==> config.mk <==
export PLATFORM = sky130hd
export DESIGN_NAME = pipeline_hazard_ctrl
export DESIGN_NICKNAME = d
export VERILOG_FILES = /design/src/rtl/pipeline_hazard_ctrl.sv
export SDC_FILE = /design/constraint.sdc
export NUM_CORES = 1
export LEC_CHECK = 0
export BUFFER_PORTS_ARGS = -buffer_cell sky130_fd_sc_hd__buf_2
export CAP_MARGIN = 20
export CORE_MARGIN = 2
export CORE_UTILIZATION = 30
export DETAILED_ROUTE_END_ITERATION = 12
export SLEW_MARGIN = 15
export SYNTH_ARGS = -nofsm -noshare
export SYNTH_HDL_FRONTEND = slang
export SYNTH_SLANG_ARGS = --single-unit
==> constraint.sdc <==
create_clock -name clk -period 3.3 [get_ports clk]
set_input_delay 0.66 -clock clk [delete_from_list [all_inputs] [get_ports clk]]
set_output_delay 0.66 -clock clk [all_outputs]
set_load 0.01 [all_outputs]
==> src/rtl/pipeline_hazard_ctrl.sv <==
// Fetch-stage sequencer for the 5-stage DLX pipeline: stalls on load-use and slow imem, flushes on taken branch.
// Control outputs are combinational in (state, inputs); StallCount, IMemTimeout and state are registered.
module pipeline_hazard_ctrl #(
  parameter int STALL_CNT_W   = 16,
  parameter int MAX_IMEM_WAIT = 15
) (
  input  logic                   clk,
  input  logic                   reset,
  input  logic [0:4]             IDRs1,
  input  logic [0:4]             IDRs2,
  input  logic                   IDUsesRs1,
  input  logic                   IDUsesRs2,
  input  logic [0:4]             EXRd,
  input  logic                   EXMemRead,
  input  logic                   BranchTaken,
  input  logic                   IMemReady,
  output logic                   IMemReq,
  output logic                   PCWrite,
  output logic                   IFIDWrite,
  output logic                   IFIDFlush,
  output logic                   IDEXBubble,
  output logic [0:STALL_CNT_W-1] StallCount,
  output logic                   IMemTimeout
);

  localparam int WCW = (MAX_IMEM_WAIT < 2) ? 1 : $clog2(MAX_IMEM_WAIT + 1);
  localparam logic [WCW-1:0] LAST_WAIT = WCW'(MAX_IMEM_WAIT - 1);

  typedef enum logic [1:0] {S_BOOT, S_FETCH, S_WAIT, S_ERROR} state_t;

  state_t                 r_state;
  state_t                 w_next;
  logic [WCW-1:0]         r_wait_cnt;
  logic [0:STALL_CNT_W-1] r_stall;
  logic                   r_timeout;
  logic                   w_hazard;
  logic                   w_active;

  assign w_hazard = EXMemRead && (EXRd != 5'd0) &&
                    ((IDUsesRs1 && (IDRs1 == EXRd)) || (IDUsesRs2 && (IDRs2 == EXRd)));
  assign w_active = (r_state == S_FETCH) || (r_state == S_WAIT);

  always_comb begin
    w_next     = r_state;
    IMemReq    = 1'b0;
    PCWrite    = 1'b0;
    IFIDWrite  = 1'b0;
    IFIDFlush  = 1'b1;
    IDEXBubble = 1'b1;
    case (r_state)
      S_BOOT: w_next = S_FETCH;
      S_FETCH, S_WAIT: begin
        IMemReq   = 1'b1;
        IFIDFlush = 1'b0;
        // A late fetch freezes everything, so a pending branch is simply re-applied once the word arrives.
        if (!IMemReady) begin
          w_next = ((r_state == S_WAIT) && (r_wait_cnt == LAST_WAIT)) ? S_ERROR : S_WAIT;
        end else if (w_hazard) begin
          w_next = S_FETCH;
        end else if (BranchTaken) begin
          PCWrite    = 1'b1;
          IFIDWrite  = 1'b1;
          IFIDFlush  = 1'b1;
          IDEXBubble = 1'b0;
          w_next     = S_FETCH;
        end else begin
          PCWrite    = 1'b1;
          IFIDWrite  = 1'b1;
          IDEXBubble = 1'b0;
          w_next     = S_FETCH;
        end
      end
      default: w_next = S_ERROR;
    endcase
  end

  always_ff @(posedge clk or negedge reset) begin
    if (!reset) begin
      r_state    <= S_BOOT;
      r_wait_cnt <= '0;
      r_stall    <= '0;
      r_timeout  <= 1'b0;
    end else begin
      r_state <= w_next;
      if (w_next == S_FETCH)
        r_wait_cnt <= '0;
      else if ((r_state == S_WAIT) && !IMemReady)
        r_wait_cnt <= r_wait_cnt + 1'b1;
      if (w_active && IDEXBubble && (r_stall != '1))
        r_stall <= r_stall + {{(STALL_CNT_W-1){1'b0}}, 1'b1};
      if (w_next == S_ERROR)
        r_timeout <= 1'b1;
    end
  end

  assign StallCount  = r_stall;
  assign IMemTimeout = r_timeout;

endmodule

==> results.json, run 1 <==
{
  "path_class": "input port to output port",
  "htree_levels": 1,
  "grt_pass1_wl_mm": 4.443,
  "power-per-cell-area_nw_per_um2": 315.5,
  "synth.net_count": 149,
  "cp_max_fo": 4,
  "max-cap-violations": 0,
  "clkLatencyLatePin_ns": 0.26,
  "vias_in_the_first_global_route": 977,
  "postSynth.asyncResetShare_pct": 100.0,
  "grt_setup_unrepaired": "false",
  "detail_route.vias_per_cell": 4.588,
  "initial_antenna_violation_count": 0,
  "count_of_pins_over_their_slew_limit": 0,
  "clk_pin_slew_ns": 0.08,
  "gp_congestion": 0.8165,
  "synth_cells": 121,
  "post_synth_num_cell_types": 30,
  "cts_setup_buffers": 0,
  "synth_flop_cell": "sky130_fd_sc_hd__dfrtp_1",
  "mappedNetlistArea_um2": 1285,
  "dpl.hpwl_mm": 2.079,
  "timing.critical_path.from_type": "input port",
  "ioPinCount": 44,
  "synth_seq_cells": 23,
  "run_status": "completed",
  "cts.hold.buffers_added": 0,
  "dieArea_um2": 4823,
  "netlist.area_leader.share_pct": 44.79,
  "cts_root_buffer": "sky130_fd_sc_hd__clkbuf_8",
  "placedInstanceArea_um2": 1544,
  "wl_per_cell_um": 12.28,
  "yosysSeqAreaShare_pct": 44.79,
  "y_dimension_of_the_die_um": 69.45,
  "tritoncts_clock_tree": "built",
  "initial_utilization_pct": 31.67,
  "setup_viol": 0,
  "die_x_um": 69.45,
  "p_leak_nw": 0.7800,
  "fin_worst_hold_slack_ns": 0.3567,
  "routed_wirelength_mm": 2.652,
  "num_rows": 23,
  "dr.first_iter.drc_count": 22,
  "dp_slack_ns": 0.5507,
  "numCtsBuffers": 3,
  "grt.overflow.total": 0,
  "totalNegativeSetupSlack_ns": 0,
  "clock_skew_ns": 0.0008226,
  "route.vias.total": 991,
  "resized_cells_post_cts": 0,
  "count_of_buffers_inserted_at_the_top_level_ports": 43,
  "track_usage_pct": 11.08,
  "maximum_number_of_pins_on_one_net_before_global_route_repair": 24,
  "layout_min_cycle_time_ns": 2.753,
  "slew_headroom_pct": 66.34,
  "drtAntennaViolNets": 0,
  "clock-sinks": 23,
  "worst-slew-pin-transition_ns": 0.5031,
  "timing.critical_path.required_ns": 2.64,
  "fin_nets": 195,
  "min-delay-path-class": "input port to async pin",
  "syn-mean-instance-area_um2": 10.62,
  "synth_common_cells": "sky130_fd_sc_hd__dfrtp_1 (23), sky130_fd_sc_hd__xnor2_1 (15), sky130_fd_sc_hd__xor2_1 (13), sky130_fd_sc_hd__nor2_1 (9)",
  "drcViolationCount": 0,
  "post-route-worst-setup-slack_ns": 0.5467,
  "synth_most_common_cell": "sky130_fd_sc_hd__dfrtp_1",
  "critPathArrivalTime_ns": 2.09,
  "final_layout_size_suffix_gt1_share_pct": 30.72,
  "drt-pass1-iter-count": 4,
  "synth_top_cell_by_area": "sky130_fd_sc_hd__dfrtp_1",
  "design.core.area_um2": 4058,
  "vdd_drop_max_mv": 0.3104,
  "cts_max_path_buffers": 2,
  "timing.final.hold_violations": 0,
  "insertedDiodeCount": 0,
  "timing.final.crit_share_pct": 83.43,
  "synth.area.top_cells": "sky130_fd_sc_hd__dfrtp_1 (45%), sky130_fd_sc_hd__xnor2_1 (10%), sky130_fd_sc_hd__xor2_1 (8.9%), sky130_fd_sc_hd__ha_1 (5.8%), sky130_fd_sc_hd__nand4_1 (3.4%)",
  "edff_count_synth": 0,
  "yosys_warnings": 0,
  "max_clock_freq_ghz": 0.3632,
  "endpoint_kind": "output port",
  "synthToLayoutAreaGrowth_pct": 23.66,
  "fin_area_um2": 1589
}
final cells by class:
type                       count  area (µm²)
fill                         425        2469
multi-input combinational     89       664.4
sequential                    23       575.6
timing repair buffer          43       215.2
tap                           50       62.56
clock buffer                   4       45.04
inverter                       7       26.28
sequential cells by signal, indices dropped and copies added, names as in the netlist:
register     cells
StallCount      16
r_wait_cnt       4
r_state          2
IMemTimeout      1
kinds of logic (layout without fill, tap and decap cells):
group	after synthesis	after routing	synth area share, %
muxes	3	3	2.532
and+or+nand+nor	43	43	18.11
AOI/OAI and AO/OA	9	9	6.135
adders and majority gates	6	6	5.842
xor gates and xnor gates	28	28	19.09
buffers and inverters	9	54	3.506
DFF	23	23	44.79
critical path, cell delays in order:
cell	delay, ns
sky130_fd_sc_hd__buf_2	0.12
sky130_fd_sc_hd__xor2_1	0.16
sky130_fd_sc_hd__nor4_1	0.31
sky130_fd_sc_hd__a32oi_1	0.23
sky130_fd_sc_hd__o21a_1	0.27
sky130_fd_sc_hd__and2_1	0.19
sky130_fd_sc_hd__inv_1	0.05
sky130_fd_sc_hd__buf_2	0.11
placed cells by master, fill, tap and decap left out, drive strengths merged, types with 3 or more instances in the layout:
cell type,instances
and3,3
and4,3
buf,43
clkbuf,4
dfrtp,23
ha,6
inv,7
nand2,7
nand3,7
nand4,7
nor2,9
o21ai,3
xnor2,15
xor2,13
final timing paths:
| path | startpoint | end | slack (ns) | depth (start not counted) |
|---|---|---|---|---|
| worst max register to register | StallCount[15]$_DFFE_PN0P_ | StallCount[14]$_DFFE_PN0P_ | 1.18 | 6 |
| worst min register to register | IMemTimeout$_DFFE_PN0N_ | IMemTimeout$_DFFE_PN0N_ | 0.46 | 1 |
| max in group asynchronous | reset | r_wait_cnt[1]$_DFFE_PN0P_ | 2.60 | 1 |
| min in group clk | IMemTimeout$_DFFE_PN0N_ | IMemTimeout$_DFFE_PN0N_ | 0.46 | 1 |
| worst max-delay path | EXRd[1] | IDEXBubble | 0.55 | 8 |
| worst min-delay path | reset | StallCount[6]$_DFFE_PN0P_ | 0.36 | 1 |
power breakdown:
part / internal (W) / switching [W] / total, W / leakage (nW)
Sequential: 0.000284 / 0.00000278 / 0.000286 / 0.299
Combinational: 0.0000191 / 0.0000217 / 0.0000408 / 0.459
Clock: 0.0000862 / 0.0000880 / 0.000174 / 0.0228
Total: 0.000389 / 0.000112 / 0.000501 / 0.780
metrics by stage:
| stage | util, % | cells | power [W] |
|---|---|---|---|
| 3_5_place_dp | 38.05 | 212 | 0.0003335 |
| 5_1_grt | 39.16 | 216 | 0.0005219 |
| 4_1_cts | 39.16 | 216 | 0.0005059 |
| 6_report | 39.16 | 216 | 0.0005014 |
| 2_1_floorplan | - | 121 | 0.0003069 |
| 3_3_place_gp | 38.05 | 212 | 0.0003336 |
metal layers:
metal	up-vias	wire length (µm)	track usage, %
met2	24	1290	18.38
met4	0	7	1.307
met1	459	1221	14.70
li1	506	-	-
met5	-	0	0
met3	2	133	3.343
No activity file was read; power rests on OpenSTA's default activity.
==> run 2: changes to the inputs <==
Clock period 3.3 ns to 2.4 ns, I/O delays scaled along.
==> run 2 against run 1 <==
  * Clock power rose by 40%
  * First-iteration DRC count is 64% higher
  * Final area rose by 2.0%
  * Worst hold slack worse by 0.19 ns
  * Final cell count grew 1.9%
  * Count of clock-buffer cells in the layout is 1 lower
  * Register-to-register slack worse by 0.83 ns
  * Critical endpoint unchanged
  * Largest cell class unchanged
==> results.json, run 2 (synthesized netlist as in run 1, its figures left out) <==
{
  "utilization_pct": 39.93,
  "critPathArrivalTime_ns": 1.85,
  "dieArea_um2": 4823,
  "share_clk_of_total_power_pct": 34.9,
  "number_of_flip_flops_under_the_largest_register_name": 16,
  "swShare_pct": 23.07,
  "timing.critical_path.required_ns": 1.92,
  "grt_setup_unrepaired": "false",
  "p_leak_nw": 0.8027,
  "layout_common_cells": "sky130_fd_sc_hd__buf_2 (43), sky130_fd_sc_hd__dfrtp_1 (23), sky130_fd_sc_hd__xnor2_1 (15)",
  "grt.overflow.total": 0,
  "path_class": "input port to output port",
  "clock-sinks": 23,
  "routed_wirelength_mm": 2.665,
  "synthToLayoutAreaGrowth_pct": 26.10,
  "cts_root_buffer": "sky130_fd_sc_hd__clkbuf_8",
  "fin_area_um2": 1620,
  "dr.first_iter.drc_count": 36,
  "initial_antenna_violation_count": 0,
  "count_of_buffers_inserted_at_the_top_level_ports": 43,
  "fin_nets": 199,
  "max_clock_freq_ghz": 0.4290,
  "totalNegativeSetupSlack_ns": 0,
  "timing.critical_path.from_type": "input port",
  "design.core.area_um2": 4058,
  "cts_max_path_buffers": 2,
  "combPwrFrac_pct": 8.3,
  "initial_utilization_pct": 31.67,
  "wl_per_cell_um": 12.11,
  "drt-pass1-iter-count": 4,
  "clkLatencyLatePin_ns": 0.27,
  "clock_skew_ns": 0.004233,
  "grt_pass1_wl_mm": 4.761,
  "die_x_um": 69.45,
  "internal_power_w": 0.0005343,
  "clk_pin_slew_ns": 0.08,
  "run_status": "completed",
  "insertedDiodeCount": 0,
  "drtAntennaViolNets": 0,
  "timing.final.hold_violations": 0,
  "maximum_number_of_pins_on_one_net_before_global_route_repair": 24,
  "drcViolationCount": 0,
  "post-route-worst-setup-slack_ns": 0.06895,
  "slew_headroom_pct": 66.44,
  "timing.final.crit_share_pct": 97.13,
  "min-delay-path-class": "input port to async pin",
  "gp_congestion": 0.7865,
  "layout_min_cycle_time_ns": 2.331,
  "power_frac_seq_pct": 56.7,
  "cts.hold.buffers_added": 0,
  "design_power_total_w": 0.0006945,
  "dpl.hpwl_mm": 2.046,
  "total_switching_power_w": 0.0001602,
  "htree_levels": 1,
  "numCtsBuffers": 3,
  "fill_cells": 418,
  "placedInstanceArea_um2": 1574,
  "y_dimension_of_the_die_um": 69.45,
  "tritoncts_clock_tree": "built",
  "route.vias.total": 1043,
  "worst-slew-pin-transition_ns": 0.5033,
  "layout.cells.most_common": "sky130_fd_sc_hd__buf_2",
  "num_rows": 23,
  "count_of_pins_over_their_slew_limit": 0,
  "power-per-cell-area_nw_per_um2": 428.6,
  "cts_setup_buffers": 0,
  "track_usage_pct": 11.77,
  "cp_max_fo": 3,
  "setup_viol": 0,
  "final_layout_size_suffix_gt1_share_pct": 32.94,
  "max-cap-violations": 0,
  "dp_slack_ns": 0.06426,
  "endpoint_kind": "output port",
  "vias_in_the_first_global_route": 1054,
  "resized_cells_post_cts": 0,
  "ioPinCount": 44,
  "detail_route.vias_per_cell": 4.741,
  "vdd_drop_max_mv": 0.4820
}
## run 2: per-layer routing
layer	part of all wire, %	wire length [µm]	GRT usage, %	up-vias
met5	0	0	0	-
met4	0.49	13	1.307	0
met3	5.6	148	3.343	4
met2	50	1342	20.41	26
met1	44	1160	15.01	495
li1	-	-	-	518
## run 2: worst max-delay path: stages
cell	delay, ns
sky130_fd_sc_hd__buf_2	0.12
sky130_fd_sc_hd__or4_1	0.52
sky130_fd_sc_hd__o21ai_1	0.18
sky130_fd_sc_hd__o21a_1	0.21
sky130_fd_sc_hd__and2_1	0.17
sky130_fd_sc_hd__inv_1	0.04
sky130_fd_sc_hd__buf_2	0.13
## run 2: worst paths after layout
kind / slack (ns) / from / depth (start not counted) / end
worst max-delay path: 0.07 / EXRd[3] / 7 / IDEXBubble
worst min-delay path: 0.17 / reset / 1 / StallCount[7]$_DFFE_PN0P_
worst max register to register: 0.35 / StallCount[15]$_DFFE_PN0P_ / 6 / StallCount[14]$_DFFE_PN0P_
worst min register to register: 0.46 / IMemTimeout$_DFFE_PN0N_ / 1 / IMemTimeout$_DFFE_PN0N_
max in group asynchronous: 1.89 / reset / 1 / StallCount[8]$_DFFE_PN0P_
min in group clk: 0.46 / IMemTimeout$_DFFE_PN0N_ / 1 / IMemTimeout$_DFFE_PN0N_
## run 2: final cells by class
type	instances	area (µm²)	share of cell area, %
clock buffers	3	41.29	2.548
clock inverters	1	5.005	0.3089
inverters	7	26.28	1.622
multi-input cells	89	664.4	41.00
flip-flops and latches	23	575.6	35.52
well taps	50	62.56	3.861
repair buffers	47	245.2	15.14
## run 2: metrics by stage
stage / hold slack (ns) / instances
2_1_floorplan: 0.1844 / 121
3_3_place_gp: 0.4561 / 216
3_5_place_dp: 0.4498 / 216
4_1_cts: 0.1884 / 220
5_1_grt: 0.1967 / 220
6_report: 0.1702 / 220
## run 2: power by group through the flow
stage	combinational (W)	clock, W	sequential, W
2_1_floorplan	0.0000192	0	0.000403
5_1_grt	0.0000646	0.000268	0.000395
4_1_cts	0.0000595	0.000252	0.000394
6_report	0.0000579	0.000243	0.000394
3_3_place_gp	0.0000590	0	0.000402
3_5_place_dp	0.0000591	0	0.000402
